`config.mk`:
```
export PLATFORM = sky130hd
export DESIGN_NAME = mon_event_sched
export DESIGN_NICKNAME = d
export VERILOG_FILES = /design/src/rtl/mon_pkg.sv /design/src/rtl/mon_event_fifo.sv /design/src/rtl/mon_event_sched.sv
export SDC_FILE = /design/constraint.sdc
export NUM_CORES = 1
export LEC_CHECK = 0
export BUFFER_PORTS_ARGS = -buffer_cell sky130_fd_sc_hd__clkbuf_2
export CORE_MARGIN = 2
export CORE_UTILIZATION = 25
export DETAILED_ROUTE_END_ITERATION = 12
export PLACE_DENSITY = 0.44
export SYNTH_ARGS = -nofsm -noshare
export SYNTH_HDL_FRONTEND = slang
export SYNTH_SLANG_ARGS = --single-unit
```
`constraint.sdc`:
```
create_clock -name clk -period 5.27 [get_ports clk]
set_input_delay 1.054 -clock clk [delete_from_list [all_inputs] [get_ports clk]]
set_output_delay 1.054 -clock clk [all_outputs]
set_load 0.01 [all_outputs]
```
`src/rtl/mon_pkg.sv`:
```
// mon_pkg: shared constants and types for the instruction monitor event scheduler.
//   - opcode constants for the classifier
//   - event kind codes carried in each FIFO entry
//   - FSM state encoding
//   - classify(): maps an instruction word to an event kind (KIND_NONE = no event)
package mon_pkg;

  localparam logic [5:0] OP_RTYPE = 6'h00;
  localparam logic [5:0] OP_J     = 6'h02;
  localparam logic [5:0] OP_JAL   = 6'h03;

  localparam logic [1:0] KIND_NONE = 2'b00;
  localparam logic [1:0] KIND_R    = 2'b01;
  localparam logic [1:0] KIND_J    = 2'b10;
  localparam logic [1:0] KIND_JAL  = 2'b11;

  // One FIFO entry: {kind[1:0], pc[31:0]}
  localparam int EV_W = 34;

  typedef enum logic [1:0] {
    IDLE  = 2'b00,
    RUN   = 2'b01,
    DRAIN = 2'b10
  } state_e;

  // The all-zero word is the canonical NOP; it shares the R-type opcode but is
  // never reported as an event.
  function automatic logic [1:0] classify(input logic [31:0] inst);
    logic [1:0] kind;
    case (inst[31:26])
      OP_RTYPE: begin
        if (inst == 32'h0000_0000) begin
          kind = KIND_NONE;
        end else begin
          kind = KIND_R;
        end
      end
      OP_J:    kind = KIND_J;
      OP_JAL:  kind = KIND_JAL;
      default: kind = KIND_NONE;
    endcase
    return kind;
  endfunction

endpackage

```
`src/rtl/mon_event_fifo.sv`:
```
// mon_event_fifo: synchronous FIFO for monitor events.
//   clk, rst   : clock, synchronous active-high reset (empties the FIFO)
//   push/wdata : write request and data; ignored when full unless a pop occurs
//                in the same cycle
//   pop        : read request; ignored when empty
//   rdata      : head entry, forced to zero while empty
//   full/empty : status flags
// Pointers carry one extra wrap bit so full and empty are distinguishable.
module mon_event_fifo
  import mon_pkg::*;
#(
  parameter int DEPTH = 4,
  parameter int WIDTH = EV_W
) (
  input  logic             clk,
  input  logic             rst,
  input  logic             push,
  input  logic             pop,
  input  logic [WIDTH-1:0] wdata,
  output logic [WIDTH-1:0] rdata,
  output logic             full,
  output logic             empty
);

  localparam int AW = $clog2(DEPTH);

  logic [AW:0]      wr_ptr_q, wr_ptr_d;
  logic [AW:0]      rd_ptr_q, rd_ptr_d;
  logic [WIDTH-1:0] mem_q [DEPTH];
  logic             push_ok;
  logic             pop_ok;

  assign empty   = (wr_ptr_q == rd_ptr_q);
  assign full    = (wr_ptr_q[AW] != rd_ptr_q[AW]) &&
                   (wr_ptr_q[AW-1:0] == rd_ptr_q[AW-1:0]);
  assign pop_ok  = pop && !empty;
  // A full FIFO still accepts a write when the head leaves in the same cycle.
  assign push_ok = push && (!full || pop_ok);
  assign rdata   = empty ? {WIDTH{1'b0}} : mem_q[rd_ptr_q[AW-1:0]];

  // Next pointer values
  always_comb begin
    wr_ptr_d = wr_ptr_q;
    rd_ptr_d = rd_ptr_q;
    if (push_ok) begin
      wr_ptr_d = wr_ptr_q + {{AW{1'b0}}, 1'b1};
    end else begin
      wr_ptr_d = wr_ptr_q;
    end
    if (pop_ok) begin
      rd_ptr_d = rd_ptr_q + {{AW{1'b0}}, 1'b1};
    end else begin
      rd_ptr_d = rd_ptr_q;
    end
  end

  // Pointer registers
  always_ff @(posedge clk) begin
    if (rst) begin
      wr_ptr_q <= {(AW+1){1'b0}};
      rd_ptr_q <= {(AW+1){1'b0}};
    end else begin
      wr_ptr_q <= wr_ptr_d;
      rd_ptr_q <= rd_ptr_d;
    end
  end

  // Storage; contents need no reset because the pointers define validity
  always_ff @(posedge clk) begin
    if (push_ok) begin
      mem_q[wr_ptr_q[AW-1:0]] <= wdata;
    end
  end

endmodule

```
`src/rtl/mon_event_sched.sv`:
```
// mon_event_sched: instruction monitor event scheduler.
//   clk, rst           : clock, synchronous active-high reset
//   en                 : monitor enable (IDLE -> RUN, RUN -> DRAIN on drop)
//   in_valid, pc, inst : retired instruction stream
//   r, j               : registered one-cycle pulses for captured R-type / J-JAL
//   ev_valid/ev_ready  : event handshake to the consumer
//   ev_kind, ev_pc     : head event (zero while empty)
//   busy               : FSM not in IDLE
//   drop_cnt           : saturating count of events lost to overflow
// Build option: define MON_DROP_CNT_EN to instantiate the drop counter;
// otherwise drop_cnt is tied to zero and overflowed events vanish silently.
module mon_event_sched
  import mon_pkg::*;
#(
  parameter int DEPTH = 4,
  parameter int CNT_W = 16
) (
  input  logic             clk,
  input  logic             rst,
  input  logic             en,
  input  logic             in_valid,
  input  logic [31:0]      pc,
  input  logic [31:0]      inst,
  output logic             r,
  output logic             j,
  output logic             ev_valid,
  input  logic             ev_ready,
  output logic [1:0]       ev_kind,
  output logic [31:0]      ev_pc,
  output logic             busy,
  output logic [CNT_W-1:0] drop_cnt
);

  state_e          state_q, state_d;
  logic [1:0]      kind_s;
  logic            capture_s;
  logic            pop_s;
  logic            drop_s;
  logic            fifo_full_s;
  logic            fifo_empty_s;
  logic [EV_W-1:0] head_s;
  logic            r_q, r_d;
  logic            j_q, j_d;

  assign kind_s    = classify(inst);
  assign capture_s = (state_q == RUN) && in_valid && (kind_s != KIND_NONE);
  assign pop_s     = ev_valid && ev_ready;
  assign drop_s    = capture_s && fifo_full_s && !pop_s;

  mon_event_fifo #(
    .DEPTH (DEPTH),
    .WIDTH (EV_W)
  ) u_fifo (
    .clk   (clk),
    .rst   (rst),
    .push  (capture_s),
    .pop   (pop_s),
    .wdata ({kind_s, pc}),
    .rdata (head_s),
    .full  (fifo_full_s),
    .empty (fifo_empty_s)
  );

  assign ev_valid = !fifo_empty_s;
  assign ev_kind  = head_s[33:32];
  assign ev_pc    = head_s[31:0];
  assign busy     = (state_q != IDLE);
  assign r        = r_q;
  assign j        = j_q;

  // Next state and capture pulses
  always_comb begin
    state_d = state_q;
    r_d     = capture_s && (kind_s == KIND_R);
    j_d     = capture_s && ((kind_s == KIND_J) || (kind_s == KIND_JAL));
    case (state_q)
      IDLE: begin
        if (en) begin
          state_d = RUN;
        end else begin
          state_d = IDLE;
        end
      end
      RUN: begin
        if (!en) begin
          state_d = DRAIN;
        end else begin
          state_d = RUN;
        end
      end
      DRAIN: begin
        if (en) begin
          state_d = RUN;
        end else if (fifo_empty_s) begin
          state_d = IDLE;
        end else begin
          state_d = DRAIN;
        end
      end
      default: state_d = IDLE;
    endcase
  end

  // State and pulse registers
  always_ff @(posedge clk) begin
    if (rst) begin
      state_q <= IDLE;
      r_q     <= 1'b0;
      j_q     <= 1'b0;
    end else begin
      state_q <= state_d;
      r_q     <= r_d;
      j_q     <= j_d;
    end
  end

`ifdef MON_DROP_CNT_EN
  logic [CNT_W-1:0] drop_cnt_q, drop_cnt_d;

  // Saturating increment on each dropped event
  always_comb begin
    drop_cnt_d = drop_cnt_q;
    if (drop_s && (drop_cnt_q != {CNT_W{1'b1}})) begin
      drop_cnt_d = drop_cnt_q + {{(CNT_W-1){1'b0}}, 1'b1};
    end else begin
      drop_cnt_d = drop_cnt_q;
    end
  end

  // Drop counter register
  always_ff @(posedge clk) begin
    if (rst) begin
      drop_cnt_q <= {CNT_W{1'b0}};
    end else begin
      drop_cnt_q <= drop_cnt_d;
    end
  end

  assign drop_cnt = drop_cnt_q;
`else
  logic unused_drop_s;
  assign unused_drop_s = drop_s;
  assign drop_cnt      = {CNT_W{1'b0}};
`endif

endmodule

```
; ---- Word level (Yosys, flattened, before mapping)
; Memories as Yosys holds them, arrays and structs flattened. A register that Yosys moved wholly into a read port is not among the register bits.
; Cells that the tools add are included.
[word_totals]
register_bits = 10
ramBits = 136
input_bits = 69
output_inout_bits = 54
mem_count = 1
[classes]
n_addsub = 2
n_eq_ne = 10
mux = 12
n_reduce_logical = 17
[memory_table]
columns = memory, words, word_bits, rd, rd_clocked_by_memory_dff, wr, line
row1 = u_fifo.mem_q, 4, 34, 1, 1, 1, mon_event_fifo.sv:29  ; logic [WIDTH-1:0] mem_q [DEPTH];
[op_table]
columns = operator, count
row1 = $mux W34, 1
row2 = $logic_not A32 Y1, 1
row3 = $eq A6 B2 Y1 const B, 2
row4 = $pmux W2 S3, 2
row5 = $mux W2, 5
row6 = $logic_and A1 B1 Y1, 8
row7 = $add A3 B1 Y3 const B, 2
row8 = $eq A2 B2 Y1 const B, 3
row9 = $logic_not A6 Y1, 1
row10 = $eq A2 B1 Y1 const B, 2
row11 = $mux W1, 4
row12 = $reduce_bool A2 Y1, 2
row13 = $eq A3 B3 Y1, 1
row14 = $eq A2 B2 Y1, 1
row15 = $logic_not A1 Y1, 2
row16 = $logic_not A2 Y1, 1
row17 = $logic_or A1 B1 Y1, 2
row18 = $ne A1 B1 Y1, 1

; ---- Depth between registers and ports, before layout
[depth]
word_depth = 8
depth_mapped = 6
mapped_depth_nobuf = 5

; ---- Cells and area by module
; From an unflattened synthesis, not the netlist that was laid out.
[unflattened]
hier_cells = 321
area_unflattened_um2 = 6049.6
[modules_own_cells]
columns = module, n_inst, cells_per_inst, area_each_um2, seq_area_each_um2
row1 = mon_event_fifo, 1, 269, 5616.6, 4244.1
row2 = mon_event_sched, 1, 52, 432.9, 80.1

; ---- Least setup slack after synthesis
; Ideal clock, no wire load.
[synth_timing]
kind = in2reg
startpoint = input port inst[29]
endpoint = memory u_fifo.mem_q[3][0] in the netlist's numbering (enable)
arrival_ns = 3.409
required_ns = 4.845
setup_slack_ns = 1.435
cell_stages = 4
n_path_buf = 0
cell_sequence = or4_4 nor3_4 o311ai_1 nor2_1
[synth_via]
elab_chain_cells = 8
[synth_lines]
columns = element, line
row1 = from (decl), mon_event_sched.sv:23  ; input logic [31:0] inst,
row2 = $logic_not A32 Y1, mon_pkg.sv:32  ; if (inst == 32'h0000_0000) begin
row3 = $mux W1, mon_pkg.sv:32
row4 = $pmux W2 S3 (*), mon_pkg.sv:30  ; case (inst[31:26])
row5 = $reduce_bool A2 Y1 (*), mon_event_sched.sv:46  ; assign capture_s = (state_q == RUN) && in_valid && (kind_s != KIND_NONE);
row6 = $logic_and A1 B1 Y1 (*), mon_event_sched.sv:46
row7 = $logic_and A1 B1 Y1 (*), mon_event_fifo.sv:38  ; assign push_ok = push && (!full || pop_ok);
row8 = $mux W1 (*), mon_event_fifo.sv:70  ; if (push_ok) begin
row9 = $mux W1 (implied by the code) (*), mon_event_fifo.sv:71  ; mem_q[wr_ptr_q[AW-1:0]] <= wdata;
row10 = to (decl), mon_event_fifo.sv:29
; Mark *: on every way between the ends. The rest lies on a longest branch, timed or not.

==> flow_summary.ini <==
[outcome]
outcome = finished clean

[worst_setup_path]
crit_buf_inv = 2
cpLargestDelayFamily = flip-flops
critical_path.reg2reg.startpoint = state_q[1]
critPathSlowestCell = dfxtp_2
worst_path_largest_cell_delay_ps = 960
start_kind = flop
critical_path.cell_chain = buf_4 -> mux4_2 -> and2_1 -> clkbuf_2
cp-end-kind = primary output
worstSetupPathType = flop to primary output
timing.critical_path.fanout_max = 24
timing.critical_path.required_ps = 4220
worst_ep_arrival_time_ps = 2660

[logic_synthesis]
postSynthCellCount = 312
ys_warnings = 0
synth_cell_type_count = 36
synth-edff-count = 136
yosysSeqAreaShare = 0.729
ffs_latches_synth = 148
synth_ff_type = edfxtp_1
async_reset_ff_frac = 0
netlist_area_mm2 = 0.00593
syn-mean-instance-area_um2 = 19.0

[grt]
global_route.usage.total = 0.101
grt_antenna_before_repair = 1
largest_net_degree_at_the_start_of_global_routing = 39
first_global_vias = 3290
global_route_wire_length_before_repair_um = 18200
gr-total-overflow = 0

[sta]
timing_worst_slew_pin_value_ps = 1010
slew-limit-headroom = 0.329
period_minus_slack_ps = 3720
report.final.slew_viol_count = 0
clock_skew_ps = 10.2
setup_viol_count_final = 0
layout_worst_path_cycle_share = 0.705
fin_tns_setup_ps = 0
finalHoldViolations = 0
grt_setup_unrepaired = no
timing.hold.ws_ps = 504
fmax_achieved_mhz = 269

[place]
gp_congestion = 0.732
dp.final_hpwl_um = 7710
portBuffers = 106
cell_count_post_placement = 725

[min_path]
hold_path.class = flop to flop
hp-start = state_q[1]

[flow_run]
cap_viol_max_count = 0

[power_and_ir_drop]
max-vdd-ir-drop_mv = 0.219
power.static_leakage_uw = 0.00257
total_power_per_unit_cell_area_mw_per_mm2 = 346

[clock_network]
cts_hold_buf = 0
cts.repair_timing.setup_buffer_count = 0
cts_num_sinks = 148
htreeDepth = 4
worstSkewPairLatency_ps = 410
clk_root_buffer_cell = clkbuf_16
clock_tree_from_tritoncts = yes
post_cts.resized_instances = 0
numCtsBuffers = 17
clock_transition_time_at_the_flip_flop_clock_pins_of_the_worst_setup_and_hold_paths_ps = 60
clock_path_buffers = 2

[die]
effective_utilization_at_floorplan = 0.253
design.portCount = 123
std_cell_core_area_mm2 = 0.0234
die_w_um = 158
core.rowCount = 56
die-height_um = 158
fp.dieArea_mm2 = 0.0250

[detailed_routing]
number_of_design_rule_violations_left_after_detail_routing = 0
drt_pre_antenna_iters = 4
drt.antenna.violating_nets = 0
drt-vias-per-instance = 4.13
detail_route.wl_per_cell_um = 16.1
detail_route.iter0.violations = 154
via_count = 3123
drt_wl_total_um = 12100

[cells_and_area]
drive_gt1_frac = 0.419
mostFrequentLayoutCells = edfxtp_1, clkbuf_2, mux4_2, and2_1, clkbuf_16
ant_diodes = 0
stdcell_count = 756
final_net_count = 499
final.fill_count = 2322
layout.cells.most_common = edfxtp_1
area_growth_syn_to_layout_pct = 24.3
[through the flow]
| step | setup slack (ps) | util | instance area (um2) | power [uW] |
|---|---|---|---|---|
| floorplan | 1440 | - | 5990 | 1340 |
| global route | 1340 | 0.315 | 7370 | 2640 |
| detailed placement | 1670 | 0.290 | 6780 | 1370 |
| global placement | 1740 | 0.290 | 6780 | 1370 |
| finish | 1550 | 0.315 | 7370 | 2550 |
| CTS | 1440 | 0.315 | 7370 | 2580 |
[cell type report]
cell class / count / area, um2 / area share
multi-input combinational: 146 / 1490 / 0.202
sequential: 148 / 4330 / 0.587
tap: 319 / 399 / 0.0541
timing repair buffer: 108 / 546 / 0.0740
inverter: 4 / 15.0 / 0.00204
clock buffer: 18 / 429 / 0.0582
clock inverter: 13 / 165 / 0.0224
[worst paths after layout]
check | end | slack (ps) | depth (start not counted)
max | ev_pc[28] | 1550 | 4
min | state_q[0] | 500 | 1
max reg2reg | u_fifo.mem_q[3][32] | 2940 | 5
min reg2reg | state_q[0] | 500 | 1
[routing by layer]
layer / up-vias / wire (um) / GRT usage
met3: 13 / 683 / 0.0285
li1: 1420 / - / -
met4: 0 / 172 / 0.0425
met2: 100 / 6330 / 0.176
met5: - / 0 / 0
met1: 1590 / 4950 / 0.116
[sequential cells by signal, summed over array words and instances, names as in the netlist, named ones only]
| name | cells |
|---|---|
| j | 1 |
| r | 1 |
| state_q | 2 |
| u_fifo.mem_q | 136 |
| u_fifo.rd_ptr_q | 3 |
| u_fifo.wr_ptr_q | 3 |
[synthesized netlist by cell type (3+ instances only)]
cell | instances | area [um2]
edfxtp_1 | 136 | 4080
and2_1 | 37 | 231
mux4_2 | 34 | 766
buf_4 | 16 | 120
dfxtp_1 | 12 | 240
clkbuf_1 | 10 | 37.5
nor2_1 | 9 | 33.8
nor4_1 | 6 | 37.5
ha_1 | 5 | 62.6
inv_1 | 4 | 15.0
a21oi_1 | 3 | 15.0
buf_2 | 3 | 15.0
nand2_1 | 3 | 11.3
nand3_1 | 3 | 15.0
o21ai_0 | 3 | 15.0
xnor2_1 | 3 | 26.3
[cells by family (layout without fill, tap and decap cells)]
family,after synthesis,count (layout),share of synthesized area
muxes,35,35,0.131
buffers and inverters,33,143,0.0316
other,1,16,0.000632
AOI/OAI and AO/OA,12,12,0.0129
adders and majority gates,5,5,0.0105
and+or+nand+nor,73,73,0.0772
xor gates and xnor gates,5,5,0.00738
DFF,148,148,0.729
[power by group]
group	switching [uW]	total (uW)	internal, uW	leakage, uW
Sequential	1.93	1280	1280	0.00132
Combinational	34.1	61.0	27.0	0.000961
Clock	429	1210	779	0.000294
No activity file was read; power rests on OpenSTA's default activity.
